<file path="config.mk">
export PLATFORM = sky130hd
export DESIGN_NAME = mult_rr_scheduler_flat
export DESIGN_NICKNAME = d
export VERILOG_FILES = /design/src/rtl/mult_rr_scheduler_if.sv /design/src/rtl/mult_rr_scheduler.sv /design/src/flat_wrapper.sv
export SDC_FILE = /design/constraint.sdc
export NUM_CORES = 1
export LEC_CHECK = 0
export CAP_MARGIN = 20
export CORE_ASPECT_RATIO = 0.75
export CORE_MARGIN = 2
export CORE_UTILIZATION = 33
export DETAILED_ROUTE_END_ITERATION = 10
export GPL_TIMING_DRIVEN = 1
export PLACE_DENSITY = 0.9
export SYNTH_ARGS = -nofsm -noshare
export SYNTH_HDL_FRONTEND = slang
export SYNTH_SLANG_ARGS = --single-unit
</file>
<file path="constraint.sdc">
create_clock -name clk -period 2.7 [get_ports clk]
set_input_delay 0.81 -clock clk [delete_from_list [all_inputs] [get_ports clk]]
set_output_delay 0.81 -clock clk [all_outputs]
set_load 0.05 [all_outputs]
</file>
<file path="src/rtl/mult_rr_scheduler_if.sv">
// rtl/mult_rr_scheduler_if.sv - requester and datapath signal bundle for mult_rr_scheduler
interface mult_rr_scheduler_if #(
  parameter int NREQ = 4,
  parameter int W    = 16
);
  logic [NREQ-1:0]   req;
  logic [NREQ*W-1:0] a_in;
  logic [NREQ*W-1:0] b_in;
  logic [NREQ-1:0]   gnt;
  logic [NREQ-1:0]   done;
  logic [W-1:0]      result;
  logic              busy;
  logic [W-1:0]      dp_data;
  logic              dp_ldA;
  logic              dp_ldB;
  logic              dp_clrP;
  logic              dp_ldP;
  logic              dp_decB;
  logic              dp_eqz;
  logic [W-1:0]      dp_prod;

  modport slave (
    input  req, a_in, b_in, dp_eqz, dp_prod,
    output gnt, done, result, busy,
    output dp_data, dp_ldA, dp_ldB, dp_clrP, dp_ldP, dp_decB
  );

  modport master (
    output req, a_in, b_in, dp_eqz, dp_prod,
    input  gnt, done, result, busy,
    input  dp_data, dp_ldA, dp_ldB, dp_clrP, dp_ldP, dp_decB
  );
endinterface

</file>
<file path="src/rtl/mult_rr_scheduler.sv">
// rtl/mult_rr_scheduler.sv - round-robin sharing of one repeated-addition multiplier datapath
module mult_rr_scheduler #(
  parameter int NREQ = 4,
  parameter int W    = 16
) (
  input  logic                clk,
  input  logic                rst_n,
  mult_rr_scheduler_if.slave  bus
);
  localparam int SW = (NREQ > 1) ? $clog2(NREQ) : 1;

  typedef enum logic [2:0] {S_IDLE, S_LOAD_A, S_LOAD_B, S_ACC, S_DONE} state_t;

  state_t          r_state;
  state_t          w_next;
  logic [SW-1:0]   r_sel;
  logic [SW-1:0]   r_last;
  logic [SW-1:0]   w_pick;
  logic            w_any;
  logic [NREQ-1:0] r_gnt;
  logic [NREQ-1:0] r_done;
  logic [W-1:0]    r_result;

  // First set request after the last winner; the smallest offset wins.
  function automatic logic [SW-1:0] rr_pick(input logic [NREQ-1:0] req,
                                            input logic [SW-1:0]   last);
    logic [SW-1:0] pick;
    pick = last;
    for (int k = NREQ; k >= 1; k--) begin
      if (req[(int'(last) + k) % NREQ]) pick = SW'((int'(last) + k) % NREQ);
    end
    return pick;
  endfunction

  assign w_any  = |bus.req;
  assign w_pick = rr_pick(bus.req, r_last);

  always_ff @(posedge clk or negedge rst_n) begin
    if (!rst_n) r_state <= S_IDLE;
    else        r_state <= w_next;
  end

  always_comb begin
    w_next      = r_state;
    bus.dp_data = '0;
    bus.dp_ldA  = 1'b0;
    bus.dp_ldB  = 1'b0;
    bus.dp_clrP = 1'b0;
    bus.dp_ldP  = 1'b0;
    bus.dp_decB = 1'b0;
    case (r_state)
      S_IDLE: if (w_any) w_next = S_LOAD_A;
      S_LOAD_A: begin
        bus.dp_data = bus.a_in[r_sel*W +: W];
        bus.dp_ldA  = 1'b1;
        w_next      = S_LOAD_B;
      end
      S_LOAD_B: begin
        bus.dp_data = bus.b_in[r_sel*W +: W];
        bus.dp_ldB  = 1'b1;
        bus.dp_clrP = 1'b1;
        w_next      = S_ACC;
      end
      S_ACC: begin
        bus.dp_ldP  = !bus.dp_eqz;
        bus.dp_decB = !bus.dp_eqz;
        if (bus.dp_eqz) w_next = S_DONE;
      end
      S_DONE:  w_next = S_IDLE;
      default: w_next = S_IDLE;
    endcase
  end

  // Grant, pointer, result and done pulse all change only on state-machine edges.
  always_ff @(posedge clk or negedge rst_n) begin
    if (!rst_n) begin
      r_sel    <= '0;
      r_last   <= SW'(NREQ - 1);
      r_gnt    <= '0;
      r_done   <= '0;
      r_result <= '0;
    end else begin
      r_done <= '0;
      case (r_state)
        S_IDLE: if (w_any) begin
          r_sel  <= w_pick;
          r_last <= w_pick;
          r_gnt  <= {{(NREQ-1){1'b0}}, 1'b1} << w_pick;
        end
        S_ACC: if (bus.dp_eqz) begin
          r_result <= bus.dp_prod;
          r_done   <= {{(NREQ-1){1'b0}}, 1'b1} << r_sel;
        end
        S_DONE:  r_gnt <= '0;
        default: ;
      endcase
    end
  end

  assign bus.gnt    = r_gnt;
  assign bus.done   = r_done;
  assign bus.result = r_result;
  assign bus.busy   = (r_state != S_IDLE);
endmodule

</file>
<file path="src/flat_wrapper.sv">
// flat-port wrapper written by rule: the top's interface ports become plain ports
module mult_rr_scheduler_flat 
#(
  parameter int NREQ = 4,
  parameter int W    = 16
)
  (clk, rst_n, bus_req, bus_a_in, bus_b_in, bus_dp_eqz, bus_dp_prod, bus_gnt, bus_done, bus_result, bus_busy, bus_dp_data, bus_dp_ldA, bus_dp_ldB, bus_dp_clrP, bus_dp_ldP, bus_dp_decB);
  mult_rr_scheduler_if #(.NREQ(NREQ), .W(W)) bus_i ();
  input  logic clk;
  input  logic rst_n;
  input wire logic [$bits(bus_i.req)-1:0] bus_req;
  input wire logic [$bits(bus_i.a_in)-1:0] bus_a_in;
  input wire logic [$bits(bus_i.b_in)-1:0] bus_b_in;
  input wire logic [$bits(bus_i.dp_eqz)-1:0] bus_dp_eqz;
  input wire logic [$bits(bus_i.dp_prod)-1:0] bus_dp_prod;
  output wire logic [$bits(bus_i.gnt)-1:0] bus_gnt;
  output wire logic [$bits(bus_i.done)-1:0] bus_done;
  output wire logic [$bits(bus_i.result)-1:0] bus_result;
  output wire logic [$bits(bus_i.busy)-1:0] bus_busy;
  output wire logic [$bits(bus_i.dp_data)-1:0] bus_dp_data;
  output wire logic [$bits(bus_i.dp_ldA)-1:0] bus_dp_ldA;
  output wire logic [$bits(bus_i.dp_ldB)-1:0] bus_dp_ldB;
  output wire logic [$bits(bus_i.dp_clrP)-1:0] bus_dp_clrP;
  output wire logic [$bits(bus_i.dp_ldP)-1:0] bus_dp_ldP;
  output wire logic [$bits(bus_i.dp_decB)-1:0] bus_dp_decB;
  assign bus_i.req = bus_req;
  assign bus_i.a_in = bus_a_in;
  assign bus_i.b_in = bus_b_in;
  assign bus_i.dp_eqz = bus_dp_eqz;
  assign bus_i.dp_prod = bus_dp_prod;
  assign bus_gnt = bus_i.gnt;
  assign bus_done = bus_i.done;
  assign bus_result = bus_i.result;
  assign bus_busy = bus_i.busy;
  assign bus_dp_data = bus_i.dp_data;
  assign bus_dp_ldA = bus_i.dp_ldA;
  assign bus_dp_ldB = bus_i.dp_ldB;
  assign bus_dp_clrP = bus_i.dp_clrP;
  assign bus_dp_ldP = bus_i.dp_ldP;
  assign bus_dp_decB = bus_i.dp_decB;
  mult_rr_scheduler #(.NREQ(NREQ), .W(W)) u_core (.clk(clk), .rst_n(rst_n), .bus(bus_i));
endmodule
</file>
==> metrics.md <==
| Metric | Value |
|---|---|
| Status | `finished, violations left` |
| Violated checks | `negative setup slack` |
| Multi-input gate area | `1439 µm²` |
| Upper clock frequency limit | `0.3527 GHz` |
| Fillers | `559` |
| Synth Area in Simple Gates | `17.69%` |
| Setup TNS | `-142.9 ps` |
| Die height | `76.61 µm` |
| Final worst slack | `-135.6 ps` |
| Vias in the first global route | `2750` |
| Top cells by area, synth | `dfrtp_1 (31%), mux4_2 (29%), nand2_1 (8.4%)` |
| Hold Crit Depth | `2` |
| Synth top cells by count | `nand2_1 (52), mux4_2 (30), dfrtp_1 (29), a22o_1 (15)` |
| DRT iter0 DRCs | `101` |
| Total grt overflow | `0` |
| Root Driver | `clkbuf_8` |
| Synthesized instance count | `203` |
| Yosys cell types | `39` |
| Die area | `7723 µm²` |
| Ys Warns | `0` |
| Routed wire length | `9.737 mm` |
| Hold Path Sink | `u_core.bus.result[4]$_DFFE_PN0P_` |
| Initial antenna violation count | `2` |
| H-tree levels | `2` |
| Tcrit/Tclk final | `105.0%` |
| EDFF count, synth | `0` |
| Final hold violation count | `0` |
| Starting density of the core | `34.12%` |
| Crit Path Category | `flip-flop to primary output` |
| Area share of the largest cell type after synthesis | `31.28%` |
| Number of top-level pins | `197` |
| RSZ-0062 raised after global routing | `true` |
| Reg2Reg Launch Point | `u_core.r_state[2]$_DFFE_PN0P_` |
| Cells on worst reg2reg path | `3` |
| Leakage | `2.071 nW` |
| CP Data Arrival Time | `2030 ps` |
| Min-delay src | `u_core.bus.result[4]$_DFFE_PN0P_` |
| Path category of the worst min-delay check | `flip-flop to flip-flop` |
| Area post-placement | `4451 µm²` |
| M1 wire length | `3.604 mm` |
| CTS tree | `done` |
| Area share of xor/xnor cells in the synthesized design | `0.3776%` |
| Post-place setup slack | `-326.3 ps` |
| Routed met2 length | `4.742 mm` |
| Largest net degree at the start of global routing | `32` |
| Slew margin rel. | `64.55%` |
| Primary FF master, synth | `dfrtp_1` |
| Clock skew | `1.735 ps` |
| CP startpoint | `u_core.r_state[2]$_DFFE_PN0P_` |
| CP required | `1890 ps` |
| Crit-path max FO | `4` |
| Die Span X | `100.8 µm` |
| IO buf count | `196` |
| Routed Antenna Nets | `0` |
| Complex-gate fraction of the synthesized area | `11.11%` |
| Setup-failing EPs final | `2` |
| Reg2reg setup slack | `1050 ps` |
| Cell taking the most area after synthesis | `dfrtp_1` |
| Post-Syn Area per Cell | `11.43 µm²` |
| RD Place Congestion | `0.9588` |
| Via density | `5.345` |
| Nets@finish | `561` |
| Cts hold-fix bufs | `0` |
| TritonRoute pass-1 iters | `4` |
| Total CTS buffers | `5` |
| Seq/Total Area, Yosys | `33.55%` |
| Peak supply drop | `814.5 µV` |
| Crit. End Element | `primary output` |
| Max-cap violation count | `0` |
| Reg area | `779.5 µm²` |
| Core footprint | `6799 µm²` |
| WL met3 | `965 µm` |
| Worst Max-Slew Pin Slew | `527.8 ps` |
| First-pass GRT wire length | `14.43 mm` |
| CTS clk-pin slew, worst paths | `60 ps` |
| Via Count | `2646` |
| Worst-skew pair later-pin latency | `280 ps` |
| Post-DP HPWL | `7.656 mm` |
| Top-count cell post-synth | `nand2_1` |
| Synth Register Bits | `31` |
| Adder-cell share of the synthesized area | `0%` |
| Wire length per cell | `19.67 µm` |
| Final Critical Period | `2836 ps` |
| Sequential share of power | `15.4%` |
| Clock power frac | `6.7%` |
| FF-to-FF End | `u_core.r_sel[1]$_DFFE_PN0P_` |
| Largest family of logic cells by synthesized area | `multiplexers` |
| All-Layer GR Usage | `24.39%` |
| Ys async rst share | `100.0%` |
| Cell Rows | `26` |
| Sw Ratio | `49.32%` |
| CTS max path bufs | `2` |
| Layout cells sized above 1 | `24.88%` |
| Logic pwr share | `77.9%` |
| Net switching power | `2.656 mW` |
| Final Max Tran Viols | `0` |
| Startpoint Class | `flip-flop` |
| Clock tree sinks | `31` |
| Pwr/cell area | `1175 nW/µm²` |
| Top sig layer | `met5` |
| Number of remaining DRC errors | `0` |
| Area growth syn-to-layout | `97.63%` |
| Cell-internal power | `2.729 mW` |
| Min Hold Slack | `471.5 ps` |
| Final instance area | `4584 µm²` |
| Mapped Nets | `354` |
| Mux contribution to synthesized area | `32.79%` |
| Post-Syn Area | `2320 µm²` |
[worst max-delay path by stage]
| stage | to | slack [ps] | cells after the start |
|---|---|---|---|
| 2_1_floorplan | bus_dp_ldP | 60 | 2 |
| 3_3_place_gp | bus_dp_data[15] | -310 | 4 |
| 3_5_place_dp | bus_dp_data[14] | -330 | 5 |
| 4_1_cts | bus_dp_data[14] | -160 | 5 |
| 5_1_grt | bus_dp_data[14] | -230 | 5 |
| 6_report | bus_dp_data[14] | -140 | 5 |
[cell families after synthesis]
kind of cell	after synthesis
multiplexers	35
flip-flops	31
XOR/XNOR	1
AO/OA/AOI/OAI	35
AND/OR/NAND/NOR	82
buffers and inverters	19
[final cells by class]
cell class / count / share of cell area, %
diodes: 1 / 0.05459
clock buffers: 6 / 1.801
clock inverters: 1 / 0.1092
inverters: 1 / 0.08188
multi-input cells: 153 / 31.39
flip-flops and latches: 31 / 17.00
well taps: 84 / 2.293
repair buffers: 218 / 47.27
[state kept, by name (all words and copies together), names as in the netlist]
name and cells:
u_core.bus.gnt 4, u_core.bus.result 16, u_core.r_sel 2, u_core.bus.done 4
u_core.r_state 3, u_core.r_last 2
[cells in the final DEF, fill, tap and decap left out, types with 3 or more instances in the layout]
cell type        count
nand2_1             52
buf_12               9
mux4_2              32
nor2_1               8
clkdlybuf4s15_1     45
dlygate4sd2_1       78
clkdlybuf4s50_1     46
a22o_1              15
clkbuf_8             6
o21ai_0              7
dfrtp_1             28
nand2b_1             3
clkbuf_2             4
buf_6               17
a21oi_1              4
buf_4               16
[power by group through the flow]
stage	Clock [mW]	Sequential [mW]	Combinational, mW
finish	0.361	0.827	4.20
global route	0.397	0.856	4.41
CTS	0.377	0.810	4.07
detailed placement	0	0.812	3.96
global placement	0	0.807	3.91
floorplan	0	1.29	2.14
[timing repair]
item	4_1_cts	5_1_grt
gates cloned	0	3
pin swaps	17	8
endpoints found under the hold margin	0	0
gates resized for setup	171	34
setup buffers	1	3
endpoints found under the setup margin	16	15
[routing by layer]
metal  track usage [%]  vias to the layer above
met5                 0                        -
met4             11.37                        2
met3             10.00                       50
met2             39.33                      161
met1             28.06                     1250
li1                  -                     1183
[critical path, stage by stage (launching register included)]
cell and delay, ps:
dfrtp_1 410, nor3b_4 330, mux4_2 580, mux2i_2 200
nor3_2 70, buf_6 160
[per-stage QoR]
step / instances / power [mW] / utilization (%)
2_1_floorplan: 203 / 3.432 / -
3_3_place_gp: 480 / 4.715 / 65.46
3_5_place_dp: 480 / 4.772 / 65.46
4_1_cts: 488 / 5.261 / 65.77
5_1_grt: 494 / 5.659 / 67.39
6_report: 495 / 5.385 / 67.43
No activity file was read; power rests on OpenSTA's default activity.
